## src/rtl/pwm_multich.sv

```systemverilog
// Multi-channel PWM: shared prescaler/period counter, double-buffered duties reloaded at period boundaries.
// Optional PWM_CENTER_ALIGN_EN selects an up/down (center-aligned) counter; default is edge-aligned.
module pwm_multich #(
  parameter int  WIDTH    = 8,
  parameter int  CHANNELS = 4,
  parameter int  PRESC_W  = 16,
  localparam int CH_W     = (CHANNELS > 1) ? $clog2(CHANNELS) : 1
) (
  input  logic                clk,
  input  logic                reset,
  input  logic                enable,
  input  logic [PRESC_W-1:0]  prescale,
  input  logic [WIDTH-1:0]    period,
  input  logic                duty_wr,
  input  logic [CH_W-1:0]     duty_ch,
  input  logic [WIDTH-1:0]    duty_data,
  output logic [CHANNELS-1:0] pwm_out,
  output logic                period_tick,
  output logic [CHANNELS-1:0] pending
);

  logic [PRESC_W-1:0]             presc_q, presc_d;
  logic [WIDTH-1:0]               cnt_q, cnt_d;
  logic [WIDTH-1:0]               period_q, period_d;
  logic [CHANNELS-1:0][WIDTH-1:0] shadow_q, shadow_d;
  logic [CHANNELS-1:0][WIDTH-1:0] active_q, active_d;
  logic [CHANNELS-1:0]            pending_q, pending_d;
  logic [CHANNELS-1:0]            pwm_q, pwm_d;
  logic                           tick_q, tick_d;
  logic                           tick;
  logic                           boundary;
`ifdef PWM_CENTER_ALIGN_EN
  logic                           dir_q, dir_d;
`endif

  always_comb begin
    tick    = enable && (presc_q == prescale);
    presc_d = '0;
    if (enable && !tick) presc_d = presc_q + 1'b1;
  end

`ifdef PWM_CENTER_ALIGN_EN
  // Up 0..period_q, down period_q-1..1; the step back to 0 is the boundary.
  always_comb begin
    boundary = 1'b0;
    cnt_d    = cnt_q;
    dir_d    = dir_q;
    if (!enable) begin
      cnt_d = '0;
      dir_d = 1'b0;
    end else if (tick) begin
      if (!dir_q && (cnt_q != period_q)) begin
        cnt_d = cnt_q + 1'b1;
      end else if (!dir_q && (period_q > WIDTH'(1))) begin
        cnt_d = cnt_q - 1'b1;
        dir_d = 1'b1;
      end else if (dir_q && (cnt_q > WIDTH'(1))) begin
        cnt_d = cnt_q - 1'b1;
      end else begin
        boundary = 1'b1;
        cnt_d    = '0;
        dir_d    = 1'b0;
      end
    end
  end
`else
  always_comb begin
    boundary = tick && (cnt_q == period_q);
    cnt_d    = cnt_q;
    if (!enable || boundary) cnt_d = '0;
    else if (tick)           cnt_d = cnt_q + 1'b1;
  end
`endif

  always_comb begin
    period_d  = (!enable || boundary) ? period : period_q;
    shadow_d  = shadow_q;
    pending_d = (!enable || boundary) ? '0 : pending_q;
    // Out-of-range channel indices match no channel and are dropped.
    for (int i = 0; i < CHANNELS; i++) begin
      if (duty_wr && (duty_ch == CH_W'(i))) begin
        shadow_d[i] = duty_data;
        if (enable) pending_d[i] = 1'b1;
      end
    end
    // A write coinciding with a boundary reaches shadow only; active takes the old shadow.
    active_d = !enable ? shadow_d : (boundary ? shadow_q : active_q);
    for (int i = 0; i < CHANNELS; i++) begin
      pwm_d[i] = enable && (cnt_q < active_q[i]);
    end
    tick_d = boundary;
  end

  always_ff @(posedge clk) begin
    if (reset) begin
      presc_q   <= '0;
      cnt_q     <= '0;
      period_q  <= '0;
      shadow_q  <= '0;
      active_q  <= '0;
      pending_q <= '0;
      pwm_q     <= '0;
      tick_q    <= 1'b0;
    end else begin
      presc_q   <= presc_d;
      cnt_q     <= cnt_d;
      period_q  <= period_d;
      shadow_q  <= shadow_d;
      active_q  <= active_d;
      pending_q <= pending_d;
      pwm_q     <= pwm_d;
      tick_q    <= tick_d;
    end
  end

`ifdef PWM_CENTER_ALIGN_EN
  always_ff @(posedge clk) begin
    if (reset) dir_q <= 1'b0;
    else       dir_q <= dir_d;
  end
`endif

  assign pwm_out     = pwm_q;
  assign period_tick = tick_q;
  assign pending     = pending_q;

endmodule

```

## config.mk

```make
export PLATFORM = sky130hd
export DESIGN_NAME = pwm_multich
export DESIGN_NICKNAME = d
export VERILOG_FILES = /design/src/rtl/pwm_multich.sv
export SDC_FILE = /design/constraint.sdc
export NUM_CORES = 1
export LEC_CHECK = 0
export BUFFER_PORTS_ARGS = -buffer_cell sky130_fd_sc_hd__buf_4
export CORE_ASPECT_RATIO = 1.4
export CORE_MARGIN = 2
export CORE_UTILIZATION = 53
export DETAILED_ROUTE_END_ITERATION = 6
export PLACE_DENSITY = 0.75
export SYNTH_ARGS = -nofsm -noshare
export SYNTH_HDL_FRONTEND = slang
export SYNTH_SLANG_ARGS = --single-unit
```

## constraint.sdc

```tcl
create_clock -name clk -period 1.9 [get_ports clk]
set_clock_uncertainty 0.05 [all_clocks]
set_input_delay 0.285 -clock clk [delete_from_list [all_inputs] [get_ports clk]]
set_output_delay 0.285 -clock clk [all_outputs]
set_load 0.02 [all_outputs]
```

# Yosys cells after proc, flatten, opt, wreduce, memory -nomap -nowiden
# Index checks and enable logic that the tools add are counted.
dict set report totals {
  reg_bits 105
  in_bits 38
  output_inout_bits 9
  elab_cells 59
}
dict set report classes {
  add_sub_neg 2
  order_cmp 4
  n_eq_ne 6
  mux 15
  bitwise_logic 1
  reduce_logical 17
}
# operator count
set op_table {}
lappend op_table {{2-to-1 mux 32 bit} 2}
lappend op_table {{less-than comparator 8 bit} 4}
lappend op_table {{2-to-1 mux 8 bit} 4}
lappend op_table {{adder 16 x 1 -> 16 bit, second input constant} 1}
lappend op_table {{equality test 16 bit} 1}
lappend op_table {{logical AND 1 bit} 11}
lappend op_table {{adder 8 x 1 -> 8 bit, second input constant} 1}
lappend op_table {{equality test 8 bit} 1}
lappend op_table {{2-to-1 mux 1 bit} 8}
lappend op_table {{equality test 2 bit, second input constant} 2}
lappend op_table {{2-to-1 mux 4 bit} 1}
lappend op_table {{OR reduction 2 bit} 2}
lappend op_table {{equality test 2 x 1 -> 1 bit, second input constant} 1}
lappend op_table {{logical NOT 1 bit} 2}
lappend op_table {{logical NOT 2 bit} 1}
lappend op_table {{!= test 2 x 1 -> 1 bit, second input constant} 1}
lappend op_table {{logical OR 1 bit} 1}
lappend op_table {{NOT 1 bit} 1}

# Logic depth before layout (Yosys ltp)
# Gate-level depths: netlist of run 1.
dict set report logic_depth {
  ltp_word 7
  mapped_depth 8
  ltp_nobuf 7
}

# Worst setup path before layout of run 1
# Ideal clock, no wire load.
dict set report synth_timing {
  path_type {register -> register}
  from {register cnt_q[2]}
  to {register period_q[5]}
  setup_time_ns 0.128
  arrival_ns 1.658
  required_ns 1.722
  path_slack_ns 0.064
  stages_incl_launch_ff 8
  path_buffers 1
  period_less_slack_ns 1.836
  path_cell_list {dfxtp_1 > xor2_1 > nor4_1 > nand2_1 > o21ai_4 > buf_2 > mux2i_1 > nor2_1}
}
dict set report synth_via {
  elab_chain_cells 3
}
# element line
set synth_rtl {}
lappend synth_rtl {{start, declared} 23} ;# logic [WIDTH-1:0] cnt_q, cnt_d;
lappend synth_rtl {{start signal, assigned} 106} ;# cnt_q <= cnt_d;
lappend synth_rtl {{equality test 8 bit} 68} ;# boundary = tick && (cnt_q == period_q);
lappend synth_rtl {{logical AND 1 bit} 68}
lappend synth_rtl {{logical OR 1 bit} 76} ;# period_d = (!enable || boundary) ? period : period_q;
lappend synth_rtl {{end signal, assigned} 107} ;# period_q <= period_d;
lappend synth_rtl {{end, declared} 24} ;# logic [WIDTH-1:0] period_q, period_d;
# No other way between the ends.
# A chain may end at the register's enable or synchronous reset.

# Worst setup path in the final report of run 1
dict set report layout_timing {
  from {register presc_q[10]}
  to {register active_q[4] (netlist name)}
}
dict set report layout_via {
  elab_chain_cells 4
}
# element line
set layout_rtl {}
lappend layout_rtl {{start, declared} 22} ;# logic [PRESC_W-1:0] presc_q, presc_d;
lappend layout_rtl {{start signal, assigned} 105} ;# presc_q <= presc_d;
lappend layout_rtl {{equality test 16 bit} 37} ;# tick = enable && (presc_q == prescale);
lappend layout_rtl {{logical AND 1 bit} 37}
lappend layout_rtl {{logical AND 1 bit} 68}
lappend layout_rtl {{!= test 2 x 1 -> 1 bit (no source line)} --}
lappend layout_rtl {{end signal, assigned} 109} ;# active_q <= active_d;
lappend layout_rtl {{end, declared} 26} ;# logic [CHANNELS-1:0][WIDTH-1:0] active_q, active_d;
# No other way between the ends.

==> results of run 1 <==
power breakdown:
group	internal, uW	switching, uW
clock	1060	832
combinational	259	302
sequential	2280	48.4
total	3610	1180
final timing paths:
kind / startpoint / endpoint / slack, ns / depth (start not counted)
worst max-delay path: presc_q[10] / active_q[4] / -0.16 / 10
worst min-delay path: period[2] / period_q[2] / 0.12 / 3
worst max register to register: presc_q[10] / active_q[4] / -0.16 / 10
worst min register to register: shadow_q[11] / shadow_q[11] / 0.41 / 2
synthesized netlist by cell type, drive strengths merged:
library cell	count	share of area [%]
a211oi	20	3.0
a21o	8	1.2
a21oi	19	1.9
a311oi	16	2.8
and3	5	0.62
buf	10	1.0
clkbuf	26	1.9
dfxtp	105	41
ha	30	7.4
inv	36	2.7
mux2i	41	8.1
nand2	62	4.6
nand2b	5	0.62
nand3	8	0.79
nand3b	1	0.15
nand4	5	0.62
nor2	83	6.2
nor3	5	0.49
nor3b	1	0.15
nor4	12	1.7
o21ai	28	3.0
o22ai	4	0.49
o311ai	4	0.69
or2	3	0.37
or3	2	0.25
or4	4	0.59
xnor2	8	1.4
xor2	34	5.9
flip-flops by register name (all words and copies together), names as in the netlist:
| name | count |
|---|---|
| active_q | 32 |
| shadow_q | 32 |
| presc_q | 16 |
| cnt_q | 8 |
| period_q | 8 |
| pending | 4 |
| pwm_out | 4 |
| period_tick | 1 |
metal layers:
metal	part of all wire, %	vias up	wire, um	global-route usage [%]
met5	0	-	0	0
met4	2.7	0	350	10.6
met3	4.2	35	554	3.92
met2	53	146	7020	44.4
met1	40	2133	5250	26.9
li1	-	2150	-	-
area by class of cell:
class | instances | area [um2]
Clock buffer | 10 | 239
Timing Repair Buffer | 96 | 875
Clock inverter | 6 | 65.1
Tap cell | 110 | 138
Sequential cell | 105 | 2110
Inverter | 36 | 135
Multi-Input combinational cell | 408 | 2820
Fill cell | 719 | 2980
per-stage QoR:
stage	TNS [ns]	std cells	utilization, %	setup WS (ns)
2_1_floorplan	0	585	-	0.0641
3_3_place_gp	-4.99	746	61.2	-0.135
3_5_place_dp	-7.59	746	61.2	-0.225
4_1_cts	-2.89	765	65.6	-0.106
5_1_grt	-9.57	771	68.2	-0.260
6_report	-4.28	771	68.2	-0.160
what timing repair did:
item                                    4_1_cts  5_1_grt
endpoints found under the setup margin       46       51
resized for setup                            10       34
buffers inserted                              1        4
pin swaps                                     2       32
cloned                                        2        3
worst max-delay path, cell delays in order (launching register included):
cell	delay (ns)
dfxtp_1	0.33
xor2_1	0.17
nor4_2	0.28
nand4_1	0.16
buf_6	0.17
o21ai_4	0.17
buf_12	0.16
buf_12	0.12
buf_16	0.12
nor2_1	0.06
a211oi_2	0.17
logic make-up after synthesis:
| group | Yosys count | synth area share [%] |
|---|---|---|
| simple gates | 196 | 17.2 |
| flops | 105 | 41.5 |
| compound gates | 99 | 13.0 |
| buf+inv | 72 | 5.61 |
| xor+xnor | 42 | 7.26 |
| mux | 41 | 8.10 |
| fa+ha+maj | 30 | 7.41 |
layout by cell type, fill, tap and decap left out, drive strengths merged:
cell	synthesis	final
nor4	12	12
a311oi	16	16
a21oi	19	19
or3	2	2
nor2	83	83
or2	3	3
a21o	8	8
o21ai	28	28
o22ai	4	4
clkinv	0	2
xor2	34	34
nand3b	1	1
buf	10	93
clkinvlp	0	1
nor3	5	5
nand2b	5	5
nand4	5	5
a211oi	20	20
and3	5	5
nor3b	1	1
or4	4	4
clkbuf	26	13
mux2i	41	41
xnor2	8	8
nand3	8	8
ha	30	30
bufinv	0	1
dfxtp	105	105
o311ai	4	4
nand2	62	62
inv	36	38
==> summary.md, run 1 <==
| Metric | Value |
|---|---|
| Status | finished, violations left |
| Failing checks | setup timing |
| Clock tree sinks | 105 |
| First-pass GRT wire length | 20000 um |
| WHS | 0.123 ns |
| Pins over their slew limit | 0 |
| DR vias/cell | 5.79 |
| Vias in the first global route | 4418 |
| VDD IR-drop max | 506 uV |
| Syn Inst Count | 585 |
| Netlist Area Pre-Place | 5070 um2 |
| Total Power | 4790 uW |
| Clk pin slew, worst setup/hold paths | 0.07 ns |
| RSZ-0062 raised after global routing | yes |
| Routed wire per std cell | 17.1 um |
| Min-Delay Path Class | in -> reg |
| Final Critical Period | 2.06 ns |
| Crit end category | flip-flop |
| LEAKAGE | 0.00275 uW |
| Tot GR Track Use | 24.2% |
| Max Freq | 0.485 GHz |
| Startpoint types | flip-flop |
| RePlAce Congestion | 0.796 |
| Effective utilization at floorplan | 54.2% |
| CTS tree | done |
| Critical path arrival | 2.27 ns |
| Via count | 4464 |
| Initial antenna violation count | 0 |
| Die Y | 120 um |
| Die Footprint | 10400 um2 |
| Std cell rows | 42 |
| Cts hold-fix bufs | 0 |
| DRT Pass-1 Iters | 5 |
| Period utilisation layout | 108% |
| Max-cap violations | 0 |
| Cell Pwr Density | 751 nW/um2 |
| Net count after synthesis | 653 |
| Port Buf Inserts | 46 |
| Starting DRT DRC Count | 191 |
| Ys Warns | 0 |
| Final Hold Vio Count | 0 |
| I/O pin total | 47 |
| Clk root buf | clkbuf_16 |
| Sequential area share after synthesis | 41.5% |
| Final WS setup | -0.160 ns |
| Die Span X | 86.6 um |
| Largest net degree at the start of global routing | 66 |
| Setup Crit Path Kind | reg -> reg |
| Final instance area | 6370 um2 |
| Layout net count | 724 |
| CTS max path bufs | 2 |
| Post-Route WL | 13200 um |
| Critical Path Fanout Max | 7 |
| Max-slew headroom | 53.4% |
| Synth unique cells | 34 |
| CTS buffer count | 9 |
| Placement Cell Area | 5720 um2 |
| Layout cell share with drive strength beyond 1 | 21.9% |
| N_diodes | 0 |
| Synthesis-stage register bit count | 105 |
| Final ANT Viol Nets | 0 |
| Layout area overhead | 25.8% |
| DRC violations left | 0 |
| Mean Syn Cell Area | 8.66 um2 |
| Core footprint | 9350 um2 |
| Worst-skew pair later-pin latency | 0.35 ns |
| Tightest Pin Transition | 0.699 ns |
| Final setup viols | 42 |
| H-tree levels | 3 |
| Grt ovf | 0 |
| Critical Path RT | 2.11 ns |
| DP HPWL | 8660 um |
(Power assumes the default switching activity.)
==> inputs of run 2 (changes only) <==
- CORE_UTILIZATION: 53 -> 45
- PLACE_DENSITY: 0.75 -> 0.72
- clock period: 1.9 -> 1.93 ns (I/O delays scaled with it)
==> summary.md, run 2 (same netlist as run 1, synthesis figures left out) <==
| Metric | Value |
|---|---|
| Status | finished, violations left |
| Failing checks | setup timing |
| VDD IR-drop max | 423 uV (-16%) |
| Beginning of the critical path | presc_q[14] |
| Max-cap violations | 0 (unchanged) |
| Die Footprint | 12100 um2 (+17%) |
| Min-Delay Path Class | in -> reg |
| Routed wire per std cell | 16.7 um (-2.4%) |
| Startpoint types | flip-flop |
| Worst-skew pair later-pin latency | 0.35 ns (about the same) |
| Period utilisation layout | 106% (-2.1 points) |
| Final setup viols | 48 (+14%) |
| Core footprint | 10900 um2 (+17%) |
| Post-Place Worst Slack | -0.188 ns (+0.0371 ns) |
| Final Critical Period | 2.05 ns (-0.00731 ns) |
| I/O pin total | 47 (unchanged) |
| Setup TNS | -2.79 ns (+1.48 ns) |
| CTS tree | done |
| Cell Pwr Density | 746 nW/um2 (-0.66%) |
| Critical R2R Launch | presc_q[14] |
| H-tree levels | 3 (unchanged) |
| Port Buf Inserts | 46 (unchanged) |
| Commonest non-fill, non-tap cell in the layout | dfxtp_1 |
| Effective utilization at floorplan | 46.4% (-7.8 points) |
| DRC violations left | 0 (unchanged) |
| Layout net count | 731 (+0.97%) |
| Clock tree sinks | 105 (unchanged) |
| Clk root buf | clkbuf_16 |
| Max Freq | 0.487 GHz (+0.36%) |
| Critical Path RT | 2.08 ns (-0.03 ns) |
| Cts hold-fix bufs | 0 (unchanged) |
| CTS buffer count | 9 (unchanged) |
| Max-slew headroom | 52.2% (-1.2 points) |
| Hold Path Origin | period[0] |
| Reg2reg setup slack | -0.12 ns (+0.04 ns) |
| RSZ-0062 raised after global routing | yes |
| Std cell rows | 45 (+7.1%) |
| Critical Path Fanout Max | 6 (-1) |
| Final ANT Viol Nets | 0 (unchanged) |
| Total Power | 4850 uW (+1.3%) |
| Biggest regs | active_q: 32 flops, shadow_q: 32 flops, presc_q: 16 flops |
| DP HPWL | 8750 um (+1.1%) |
| Crit end category | flip-flop |
| Final WS setup | -0.122 ns (+0.0373 ns) |
| Largest net degree at the start of global routing | 66 (unchanged) |
| First-pass GRT wire length | 21000 um (+5.1%) |
| RePlAce Congestion | 0.830 (+4.3%) |
| Via count | 4435 (-0.65%) |
| Tot GR Track Use | 22.0% (-2.3 points) |
| Tightest Pin Transition | 0.716 ns (+0.0173 ns) |
| DRT Pass-1 Iters | 7 (+2) |
| Clk pin slew, worst setup/hold paths | 0.07 ns (about the same) |
| Grt ovf | 0 (unchanged) |
| DR vias/cell | 5.48 (-5.3%) |
| LEAKAGE | 0.00278 uW (+0.95%) |
| Critical path arrival | 2.20 ns (-0.07 ns) |
| Pins over their slew limit | 0 (unchanged) |
| Layout cell share with drive strength beyond 1 | 22.9% (+0.97 points) |
| Vias in the first global route | 4429 (+0.25%) |
| Post-Route WL | 13500 um (+2.4%) |
| Initial antenna violation count | 0 (unchanged) |
| Commonest non-fill, non-tap cells in the layout | dfxtp_1, buf_4, nor2_1 |
| Setup Crit Path Kind | reg -> reg |
| Die Span X | 93.7 um (+8.1%) |
| Layout area overhead | 28.4% |
| Final Hold Vio Count | 0 (unchanged) |
| Die Y | 130 um (+8.2%) |
| CTS max path bufs | 2 (unchanged) |
| Starting DRT DRC Count | 204 (+6.8%) |
| N_diodes | 0 (unchanged) |
## run 2: changes by cell type in the layout (fill, tap and decap cells not counted), sizes merged
| cell | change |
|---|---|
| bufinv | +1 |
| clkinv | -2 |
| clkbuf | -2 |
| buf | +8 |
| clkinvlp | +2 |
## run 2: cell type report
cell class | instances | area, um2
fill | 919 | 4420
multi-input combinational | 408 | 2850
sequential | 105 | 2110
timing repair buffer | 103 | 906
clock buffer | 9 | 225
tap | 141 | 176
inverter | 36 | 135
clock inverter | 7 | 103
## run 2: worst paths after layout
check                 end  cells after the start
max          active_q[18]                      9
min reg2reg  shadow_q[14]                      2
min           period_q[0]                      3
max reg2reg  active_q[18]                      9
## run 2: per-layer routing
| layer | vias up | share of wire [%] | track usage [%] |
|---|---|---|---|
| li1 | 2163 | - | - |
| met1 | 2124 | 40 | 24.6 |
| met2 | 116 | 54 | 40.3 |
| met3 | 32 | 3.8 | 4.24 |
| met4 | 0 | 2.7 | 9.55 |
| met5 | - | 0 | 0 |
## run 2: worst max-delay path, stage by stage, from the launching register on
cell	delay, ns
dfxtp_4	0.36
xor2_2	0.14
nor4_2	0.29
nand4_1	0.17
buf_6	0.17
o21ai_4	0.20
buf_6	0.17
buf_12	0.12
clkbuf_16	0.14
a311oi_1	0.08
## run 2: per-stage QoR
step           utilization [%]  std cells  hold slack [ns]  cell area (um2)
4_1_cts                   57.8        806            0.126             6310
3_5_place_dp              52.9        779            0.398             5770
2_1_floorplan                -        585            0.383             5070
3_3_place_gp              52.9        779            0.390             5770
6_report                  59.5        809            0.128             6500
5_1_grt                   59.5        809            0.141             6500
## run 2: what timing repair did
item / CTS / global route
gates resized for setup: 15 / 38
cloned: 3 / 2
pin swaps: 7 / 32
setup endpoints to repair: 42 / 68
buffers inserted: 8 / 4
## run 2: report_power, final
group	total (uW)	internal, uW	switching (uW)	leakage, uW
Sequential	2290	2250	46.6	0.000859
Clock	1990	1150	842	0.000150
Combinational	565	259	306	0.00177
Total	4850	3660	1190	0.00278
==> inputs of run 3 (changes only) <==
- MAX_ROUTING_LAYER: not set -> met4
==> summary.md, run 3 (same netlist as run 1, synthesis figures left out) <==
| Metric | Value |
|---|---|
| Starting DRT DRC Count | 222 (+8.8%) |
| Die Span X | 93.7 um (unchanged) |
| Vias in the first global route | 4436 (+0.16%) |
| Critical Path RT | 2.08 ns (about the same) |
| Max Freq | 0.488 GHz (+0.10%) |
| Final ANT Viol Nets | 0 (unchanged) |
| DR vias/cell | 5.51 (+0.47%) |
| Final setup viols | 48 (unchanged) |
| Layout cell share with drive strength beyond 1 | 22.9% (unchanged) |
| Layout net count | 731 (unchanged) |
| Total Power | 4850 uW (about the same) |
| Std cell rows | 45 (unchanged) |
| Effective utilization at floorplan | 46.4% (unchanged) |
| Largest net degree at the start of global routing | 66 (unchanged) |
| Fill count | 919 (unchanged) |
| Layout area overhead | 28.4% (unchanged) |
| Clk pin slew, worst setup/hold paths | 0.07 ns (about the same) |
| Max-cap violations | 0 (unchanged) |
| H-tree levels | 3 (unchanged) |
| Status | finished, violations left |
| Routed wire per std cell | 16.7 um (+0.25%) |
| DP HPWL | 8750 um (unchanged) |
| CTS max path bufs | 2 (unchanged) |
| Commonest non-fill, non-tap cells in the layout | dfxtp_1, buf_4, nor2_1 |
| Critical R2R Launch | presc_q[14] |
| Clock tree sinks | 105 (unchanged) |
| Port Buf Inserts | 46 (unchanged) |
| Register area | 2110 um2 (unchanged) |
| Fin util | 59.5% (unchanged) |
| VDD IR-drop max | 428 uV (+1.2%) |
| Tot GR Track Use | 22.6% (+0.66 points) |
| Min-Delay Path Class | in -> reg |
| Multi-input gate area | 2850 um2 (unchanged) |
| N_diodes | 0 (unchanged) |
| DRC violations left | 0 (unchanged) |
| Placement Cell Area | 5770 um2 (unchanged) |
| Die Footprint | 12100 um2 (unchanged) |
| Cts hold-fix bufs | 0 (unchanged) |
| Post-Route WL | 13500 um (+0.25%) |
| Crit end category | flip-flop |
| Initial antenna violation count | 0 (unchanged) |
| Pins over their slew limit | 0 (unchanged) |
| Tightest Pin Transition | 0.702 ns (-0.0140 ns) |
| Worst-skew pair later-pin latency | 0.35 ns (about the same) |
| Critical path arrival | 2.20 ns (about the same) |
| Startpoint types | flip-flop |
| Final instance area | 6500 um2 (unchanged) |
| WHS | 0.125 ns (-0.00373 ns) |
| Setup Crit Path Kind | reg -> reg |
| Commonest non-fill, non-tap cell in the layout | dfxtp_1 |
| Final Hold Vio Count | 0 (unchanged) |
| RSZ-0062 raised after global routing | yes |
| Final WS setup | -0.120 ns (+0.00214 ns) |
| CTS tree | done |
| Failing checks | setup timing |
| Beginning of the critical path | presc_q[14] |
| Hold Path Origin | period[0] |
| Clk root buf | clkbuf_16 |
| I/O pin total | 47 (unchanged) |
| Final Critical Period | 2.05 ns (-0.00214 ns) |
| Biggest regs | active_q: 32 flops, shadow_q: 32 flops, presc_q: 16 flops |
| LEAKAGE | 0.00278 uW (unchanged) |
| Max-slew headroom | 53.2% (+0.93 points) |
| DRT Pass-1 Iters | 6 (-1) |
| Grt ovf | 0 (unchanged) |
| First-pass GRT wire length | 21000 um (unchanged) |
| RePlAce Congestion | 0.842 (+1.5%) |
| Critical Path Fanout Max | 6 (unchanged) |
| CTS buffer count | 9 (unchanged) |
| Cell Pwr Density | 746 nW/um2 (about the same) |
| Period utilisation layout | 106% (-0.11 points) |
| Die Y | 130 um (unchanged) |
| Via count | 4456 (+0.47%) |
| Core footprint | 10900 um2 (unchanged) |
==> run 3: cell counts in the layout (fill, tap and decap cells not counted) <==
Identical to the previous run, type by type.
==> run 3: power breakdown <==
part / switching (uW) / internal, uW / total, uW
logic: 306 / 259 / 566
clock network: 842 / 1150 / 1990
registers: 46.5 / 2250 / 2290
==> run 3: through the flow <==
stage                     TNS (ns)  setup slack [ns]  cells
final                        -2.76            -0.120    809
after global routing         -7.83            -0.226    809
after CTS                    -3.16           -0.0994    806
after detailed placement     -5.54            -0.188    779
after global placement       -3.97            -0.114    779
after floorplan                  0            0.0941    585
==> run 3: layer usage <==
metal	vias to the layer above	global-route usage [%]	wire length (um)
met1	2126	24.6	5410
met2	131	40.3	7080
li1	2156	-	-
met5	-	-	0
met3	43	4.19	593
met4	0	9.46	451
==> run 3: final timing paths <==
path	end	slack, ns	depth (start not counted)
max	active_q[18]	-0.12	9
min	period_q[0]	0.12	3
max reg2reg	active_q[18]	-0.12	9
min reg2reg	shadow_q[14]	0.41	2
==> run 3: repair_timing <==
item                                    4_1_cts  5_1_grt
pin swaps                                     7       32
gates resized for setup                      15       38
gates cloned                                  3        2
buffers inserted                              8        4
endpoints found under the setup margin       42       68
==> run 3: area by class of cell <==
class | count | share of cell area [%]
clock buffer | 9 | 3.46
clock inverter | 7 | 1.58
inverter | 36 | 2.08
multi-input combinational | 408 | 43.8
sequential | 105 | 32.4
tap | 141 | 2.71
timing repair buffer | 103 | 13.9
==> run 3: worst max-delay path, cell delays in order, from the launching register on <==
cell and delay [ns]:
dfxtp_4 0.36, xor2_2 0.14, nor4_2 0.29, nand4_1 0.17, buf_6 0.17, o21ai_4 0.20
buf_6 0.17, buf_12 0.12, clkbuf_16 0.14, a311oi_1 0.08
